$ cat config.mk
export PLATFORM = sky130hd
export DESIGN_NAME = irq_arbiter
export DESIGN_NICKNAME = d
export VERILOG_FILES = /design/src/rtl/irq_arbiter_pkg.sv /design/src/rtl/irq_prio_enc.sv /design/src/rtl/irq_arbiter.sv
export SDC_FILE = /design/constraint.sdc
export NUM_CORES = 1
export LEC_CHECK = 0
export BUFFER_PORTS_ARGS = -buffer_cell sky130_fd_sc_hd__buf_2
export CORE_ASPECT_RATIO = 1.4
export CORE_MARGIN = 1
export CORE_UTILIZATION = 45
export CTS_CLUSTER_DIAMETER = 100
export DETAILED_ROUTE_END_ITERATION = 16
export PLACE_DENSITY = 0.82
export SLEW_MARGIN = 0
export SYNTH_ARGS = -nofsm -noshare
export SYNTH_HDL_FRONTEND = slang
export SYNTH_SLANG_ARGS = --single-unit
$ cat constraint.sdc
create_clock -name clk -period 4.62 [get_ports clk]
set_input_delay 0.693 -clock clk [delete_from_list [all_inputs] [get_ports clk]]
set_output_delay 0.693 -clock clk [all_outputs]
set_load 0.02 [all_outputs]
$ cat src/rtl/irq_arbiter_pkg.sv
`default_nettype none
// ============================================================================
//  Module   : irq_arbiter_pkg
//  Purpose  : Shared constants for the interrupt arbiter: register offsets
//             (a[3:2] decode), FSM state encoding and source-ID width.
//  Ports    : none (package)
//  Revision : 1.0 - initial release
// ============================================================================
package irq_arbiter_pkg;

    // Source IDs are 1..31; ID 0 means "no source".
    localparam int ID_W = 5;

    // Register word offsets, decoded from a[3:2].
    localparam logic [1:0] REG_PENDING = 2'd0;
    localparam logic [1:0] REG_ENABLE  = 2'd1;
    localparam logic [1:0] REG_CLAIM   = 2'd2;
    localparam logic [1:0] REG_STATUS  = 2'd3;

    // Arbiter FSM encoding (also visible in STATUS[1:0]).
    localparam logic [1:0] ST_IDLE = 2'd0;
    localparam logic [1:0] ST_REQ  = 2'd1;
    localparam logic [1:0] ST_ACK  = 2'd2;

endpackage : irq_arbiter_pkg
`default_nettype wire

$ cat src/rtl/irq_prio_enc.sv
`default_nettype none
// ============================================================================
//  Module   : irq_prio_enc
//  Purpose  : Combinational lowest-index-first priority encoder. Returns the
//             1-based ID of the lowest set request bit.
//  Ports    : req   [NSRC-1:0] in  - request vector
//             valid            out - any request bit set
//             id    [ID_W-1:0] out - index+1 of winner, 0 when none
//  Revision : 1.0 - initial release
// ============================================================================
module irq_prio_enc
    import irq_arbiter_pkg::*;
#(
    parameter int NSRC = 8
) (
    input  logic [NSRC-1:0] req,
    output logic            valid,
    output logic [ID_W-1:0] id
);

    // Scan from the top down so the lowest set index is the last assignment.
    always_comb begin
        valid = 1'b0;
        id    = '0;
        for (int i = NSRC - 1; i >= 0; i--) begin
            if (req[i]) begin
                valid = 1'b1;
                id    = ID_W'(i + 1);
            end
        end
    end

endmodule : irq_prio_enc
`default_nettype wire

$ cat src/rtl/irq_arbiter.sv
`default_nettype none
// ============================================================================
//  Module   : irq_arbiter
//  Purpose  : Latches external/timer interrupt pulses, picks one by fixed
//             priority (lowest external index first, then timer), and holds a
//             level request to the privilege unit until it is accepted.
//             A claim/complete register window lets the trap handler identify
//             and retire the external source being serviced.
//  Ports    : clk, rst             - clock, synchronous active-high reset
//             irq_in  [NSRC-1:0]   - external interrupt pulses
//             timer_irq            - timer interrupt pulse
//             a [3:0], d [31:0], we - register bus (a[3:2] decoded)
//             spo [31:0]           - combinational read data
//             eip, eip_istimer     - request level and its qualifier
//             eip_reply            - acceptance pulse
//  Revision : 1.0 - initial release
// ============================================================================
module irq_arbiter
    import irq_arbiter_pkg::*;
#(
    parameter int NSRC = 8
) (
    input  logic            clk,
    input  logic            rst,
    input  logic [NSRC-1:0] irq_in,
    input  logic            timer_irq,
    input  logic [3:0]      a,
    input  logic [31:0]     d,
    input  logic            we,
    output logic [31:0]     spo,
    output logic            eip,
    output logic            eip_istimer,
    input  logic            eip_reply
);

    logic [1:0]      state_q,      state_d;
    logic [NSRC-1:0] pend_q,       pend_d;
    logic            tpend_q,      tpend_d;
    logic [NSRC-1:0] enable_q,     enable_d;
    logic            in_service_q, in_service_d;
    logic [ID_W-1:0] claim_id_q,   claim_id_d;
    logic [ID_W-1:0] sel_id_q,     sel_id_d;
    logic            sel_timer_q,  sel_timer_d;

    logic [NSRC-1:0] elig;
    logic            ext_valid;
    logic [ID_W-1:0] ext_id;
    logic            ack_fire;
    logic            unused_bus_bits;

    // Externals are blocked while a claimed source awaits completion.
    assign elig = pend_q & enable_q & {NSRC{~in_service_q}};

    irq_prio_enc #(
        .NSRC (NSRC)
    ) u_prio_enc (
        .req   (elig),
        .valid (ext_valid),
        .id    (ext_id)
    );

    assign ack_fire    = (state_q == ST_REQ) && eip_reply;
    assign eip         = (state_q == ST_REQ);
    assign eip_istimer = (state_q == ST_REQ) && sel_timer_q;

    always_comb begin
        state_d      = state_q;
        pend_d       = pend_q;
        tpend_d      = tpend_q;
        enable_d     = enable_q;
        in_service_d = in_service_q;
        claim_id_d   = claim_id_q;
        sel_id_d     = sel_id_q;
        sel_timer_d  = sel_timer_q;

        case (state_q)
            // ACK already carries the post-acceptance pend/in_service values,
            // so it arbitrates like IDLE; this keeps the minimum inter-request
            // gap at exactly one low cycle.
            ST_IDLE, ST_ACK: begin
                if (ext_valid || tpend_q) begin
                    sel_id_d    = ext_valid ? ext_id : '0;
                    sel_timer_d = ~ext_valid;
                    state_d     = ST_REQ;
                end else begin
                    state_d     = ST_IDLE;
                end
            end
            ST_REQ: begin
                if (eip_reply) begin
                    state_d = ST_ACK;
                end
            end
            default: state_d = ST_IDLE;
        endcase

        if (we && (a[3:2] == REG_ENABLE)) begin
            enable_d = d[NSRC-1:0];
        end

        // Completion compares against the claim held before this edge; a
        // simultaneous acceptance below then installs the new claim.
        if (we && (a[3:2] == REG_CLAIM) && in_service_q && (d[ID_W-1:0] == claim_id_q)) begin
            in_service_d = 1'b0;
        end

        if (ack_fire) begin
            if (sel_timer_q) begin
                tpend_d = 1'b0;
            end else begin
                for (int i = 0; i < NSRC; i++) begin
                    if (sel_id_q == ID_W'(i + 1)) begin
                        pend_d[i] = 1'b0;
                    end
                end
                in_service_d = 1'b1;
                claim_id_d   = sel_id_q;
            end
        end

        // New pulses are applied last so a set beats a same-cycle clear.
        pend_d = pend_d | irq_in;
        if (timer_irq) begin
            tpend_d = 1'b1;
        end
    end

    always_ff @(posedge clk) begin
        if (rst) begin
            state_q      <= ST_IDLE;
            pend_q       <= '0;
            tpend_q      <= 1'b0;
            enable_q     <= '0;
            in_service_q <= 1'b0;
            claim_id_q   <= '0;
            sel_id_q     <= '0;
            sel_timer_q  <= 1'b0;
        end else begin
            state_q      <= state_d;
            pend_q       <= pend_d;
            tpend_q      <= tpend_d;
            enable_q     <= enable_d;
            in_service_q <= in_service_d;
            claim_id_q   <= claim_id_d;
            sel_id_q     <= sel_id_d;
            sel_timer_q  <= sel_timer_d;
        end
    end

    always_comb begin
        spo = '0;
        case (a[3:2])
            REG_PENDING: spo = 32'(pend_q);
            REG_ENABLE:  spo = 32'(enable_q);
            REG_CLAIM:   spo = {in_service_q, 26'b0, claim_id_q};
            REG_STATUS:  spo = {29'b0, tpend_q, state_q};
            default:     spo = '0;
        endcase
    end

    // Byte-lane bits and write-data bits above the widest field are ignored.
    assign unused_bus_bits = ^{a[1:0], d};

endmodule : irq_arbiter
`default_nettype wire
==> flow_summary_export.csv <==
group,metric,value,unit
outcome,status,"complete, no violations",
logic_synthesis,yosysSeqAreaShare,34.83,%
clock_tree,clock-sinks,29,
global_routing,grt_overflow,0,
finish,syn_to_final_growth,9.235,%
detailed_routing,drt_wl_total,3622,um
power_and_ir_drop,ir_drop,0.0002435,V
clock_tree,cts.repair.resized,0,
critical_path,cp_slowest_stage_delay,0.56,ns
global_routing,grtUsageTotal,20.47,%
logic_synthesis,synthSimpleGateAreaFrac,25.75,%
placement,io_buffers,33,
critical_path,cp_cell_sequence,"buf_2 > nor2b_1 > nand2_1 > o21ai_0 > buf_2",
power_and_ir_drop,power.leakage,0.8233,nW
detailed_routing,detailedRoute.firstPassIterationCount,4,
placement,dpl.hpwl,2642,um
floorplanning,initial_core_util,48.44,%
timing,setup_viol_count_final,0,
finish,final_nets,274,
logic_synthesis,synthMuxAreaShare,9.685,%
logic_synthesis,syn_inst,197,
floorplanning,pin_count,83,
floorplanning,fp.dieH,74.01,um
clock_tree,cts_buffers,5,
placement,gp_congestion,0.8428,
timing,tightestPinTransition,0.6219,ns
logic_synthesis,yosys.area_share.adder,0,%
clock_tree,clock-root-buffer,"clkbuf_8",
worst_hold_path,hold_depth,2,
floorplanning,die_w,53.44,um
critical_path,critPathKind,"in2out",
global_routing,grt_max_degree,30,
global_routing,antenna_found_initial,0,
critical_path,end_kind,"primary output",
floorplanning,core_area,3441,um2
detailed_routing,drtAntennaViolNets,0,
clock_tree,clock_path_buffers,2,
timing,skew,0.01134,ns
logic_synthesis,synth-xor-area-share,2.102,%
critical_path,worst_path_most_repeated_cell,"buf_2",
clock_tree,clk_pin_slew,0.07,ns
timing,fmax,388.0,MHz
timing,hold_viol,0,
timing,min_period,2.577,ns
critical_path,cp-start-kind,"primary input",
finish,n_fill_cell,337,
logic_synthesis,syn-cell-area,1667,um2
timing,slew_headroom,58.46,%
logic_synthesis,ys_async_sr_fraction,0,%
timing,drv_slew,0,
detailed_routing,via_per_inst,5.410,
clock_tree,htreeDepth,2,
timing,setup_tns,0,ns
critical_path,arrival,1.88,ns
global_routing,grt_first_pass_wirelength,5720,um
critical_path,worstPathMaxFanout,11,
power_and_ir_drop,finalPower,0.5724,mW
timing,fin_crit_sh,55.79,%
logic_synthesis,synth_seq_cells,29,
detailed_routing,wl_per_cell,13.62,um
clock_tree,cts_tree,"yes",
worst_hold_path,hold_class,"reg2reg",
detailed_routing,drt_iter0_markers,54,
logic_synthesis,synth_top_family_by_area,"simple AND/OR/NAND/NOR gates",
detailed_routing,vias,1439,
logic_synthesis,synth-edff-count,0,
floorplanning,die_area,3954,um2
finish,drive_gt1_share,21.68,%
floorplanning,rows,25,
detailed_routing,drc,0,
clock_tree,clk_latency,0.29,ns
critical_path,crit_required,3.93,ns
logic_synthesis,synth_ff_type,"dfxtp_1",
global_routing,grt_pass1_vias,1264,
critical_path,cp_slowest_cell,"nor2b_1",
power_and_ir_drop,power_density,314.4,nW/um2
clock_tree,postCtsSetupRepairBufs,0,
logic_synthesis,ys_types,41,
logic_synthesis,synth.avg_cell_area,8.460,um2
logic_synthesis,synth_compound_area_share,13.14,%
timing,rsz0062_at_grt,"no",
run,drv_cap,0,
critical_path,rr_worst_depth,5,
finish,diodes,0,
clock_tree,cts_hold_buf,0,
logic_synthesis,ys_warn_count,0,
==> final timing paths <==
kind	start	end	slack [ns]
worst max-delay path	a[2]	spo[3]	2.04
worst min-delay path	enable_q[2]	enable_q[2]	0.49
worst max register to register	enable_q[3]	sel_id_q[2]	2.94
worst min register to register	enable_q[2]	enable_q[2]	0.49
==> layer usage <==
layer / GRT usage [%] / vias up / part of all wire, %
met5: 0 / - / 0
li1: - / 701 / -
met1: 22.53 / 677 / 40
met2: 34.58 / 55 / 52
met4: 11.11 / 0 / 2.7
met3: 5.930 / 6 / 6.0
==> final cells by class <==
| type | count | area, um2 | area share, % |
|---|---|---|---|
| clock buffers | 6 | 72.57 | 3.986 |
| flip-flops and latches | 29 | 580.6 | 31.89 |
| repair buffers | 33 | 165.2 | 9.072 |
| well taps | 40 | 50.05 | 2.749 |
| multi-input cells | 153 | 930.9 | 51.13 |
| clock inverters | 2 | 10.01 | 0.5498 |
| inverters | 3 | 11.26 | 0.6186 |
==> report_power, final <==
part | internal (mW) | switching (mW) | leakage, nW
registers | 0.263 | 0.0155 | 0.238
logic | 0.0344 | 0.0613 | 0.540
clock network | 0.104 | 0.0944 | 0.0450
total | 0.401 | 0.171 | 0.823
==> kinds of logic (layout without fill, tap and decap cells) <==
logic type	count (synthesis)	after routing
compound gates	36	36
xor+xnor	4	4
buf+inv	37	44
flops	29	29
mux	12	12
other cells	1	23
simple gates	78	78
==> cells in the final DEF, fill, tap and decap left out, types with 2 or more instances in the layout <==
cell type  instances
buf_2             33
dfxtp_1           29
nor2_1            25
conb_1            23
nand2_1           18
a21oi_1           18
nand3_1           10
mux2i_1            9
nor3_1             6
a22oi_1            5
clkbuf_8           5
o21ai_0            4
inv_1              3
xor2_1             3
a211oi_1           3
mux4_2             2
and2_1             2
nand4_1            2
and4bb_2           2
nor4b_2            2
clkinv_2           2
==> through the flow <==
| step | instance area, um2 | hold slack [ns] | setup WS (ns) | instances | util (%) |
|---|---|---|---|---|---|
| after floorplan | 1749 | 0.4542 | 2.345 | 219 | - |
| after global placement | 1738 | 0.4775 | 2.012 | 258 | 50.51 |
| after detailed placement | 1738 | 0.4845 | 2.055 | 258 | 50.51 |
| after CTS | 1821 | 0.4936 | 2.049 | 266 | 52.91 |
| after global routing | 1821 | 0.5094 | 1.949 | 266 | 52.91 |
| final | 1821 | 0.4931 | 2.043 | 266 | 52.91 |
==> sequential cells by signal, summed over array words and instances, names as in the netlist <==
signal,cells
enable_q,8
pend_q,8
claim_id_q,4
sel_id_q,4
state_q,2
in_service_q,1
sel_timer_q,1
tpend_q,1
==> cell usage after synthesis (all sizes together) (2+ instances only) <==
library cell | count | area (um2)
dfxtp | 29 | 580.6
mux2i | 9 | 90.09
a21oi | 18 | 90.09
and4bb | 2 | 25.02
nand2 | 18 | 67.56
buf | 28 | 204.0
nor3 | 6 | 30.03
a211oi | 3 | 22.52
and2 | 2 | 12.51
mux4 | 3 | 71.32
o21ai | 4 | 20.02
xor2 | 3 | 26.28
nor4b | 2 | 30.03
or3 | 2 | 17.52
nor3b | 2 | 20.02
clkbuf | 6 | 22.52
inv | 3 | 11.26
nor2 | 25 | 93.84
nand3 | 10 | 50.05
a22oi | 5 | 37.54
nand4 | 2 | 12.51
==> worst max-delay path: cells and delay by family <==
kind / cells / cell delay [ns]
buffers and inverters: 2 / 0.44
AOI/OAI and AO/OA: 1 / 0.09
and+or+nand+nor: 2 / 0.66
(Power assumes the default switching activity.)
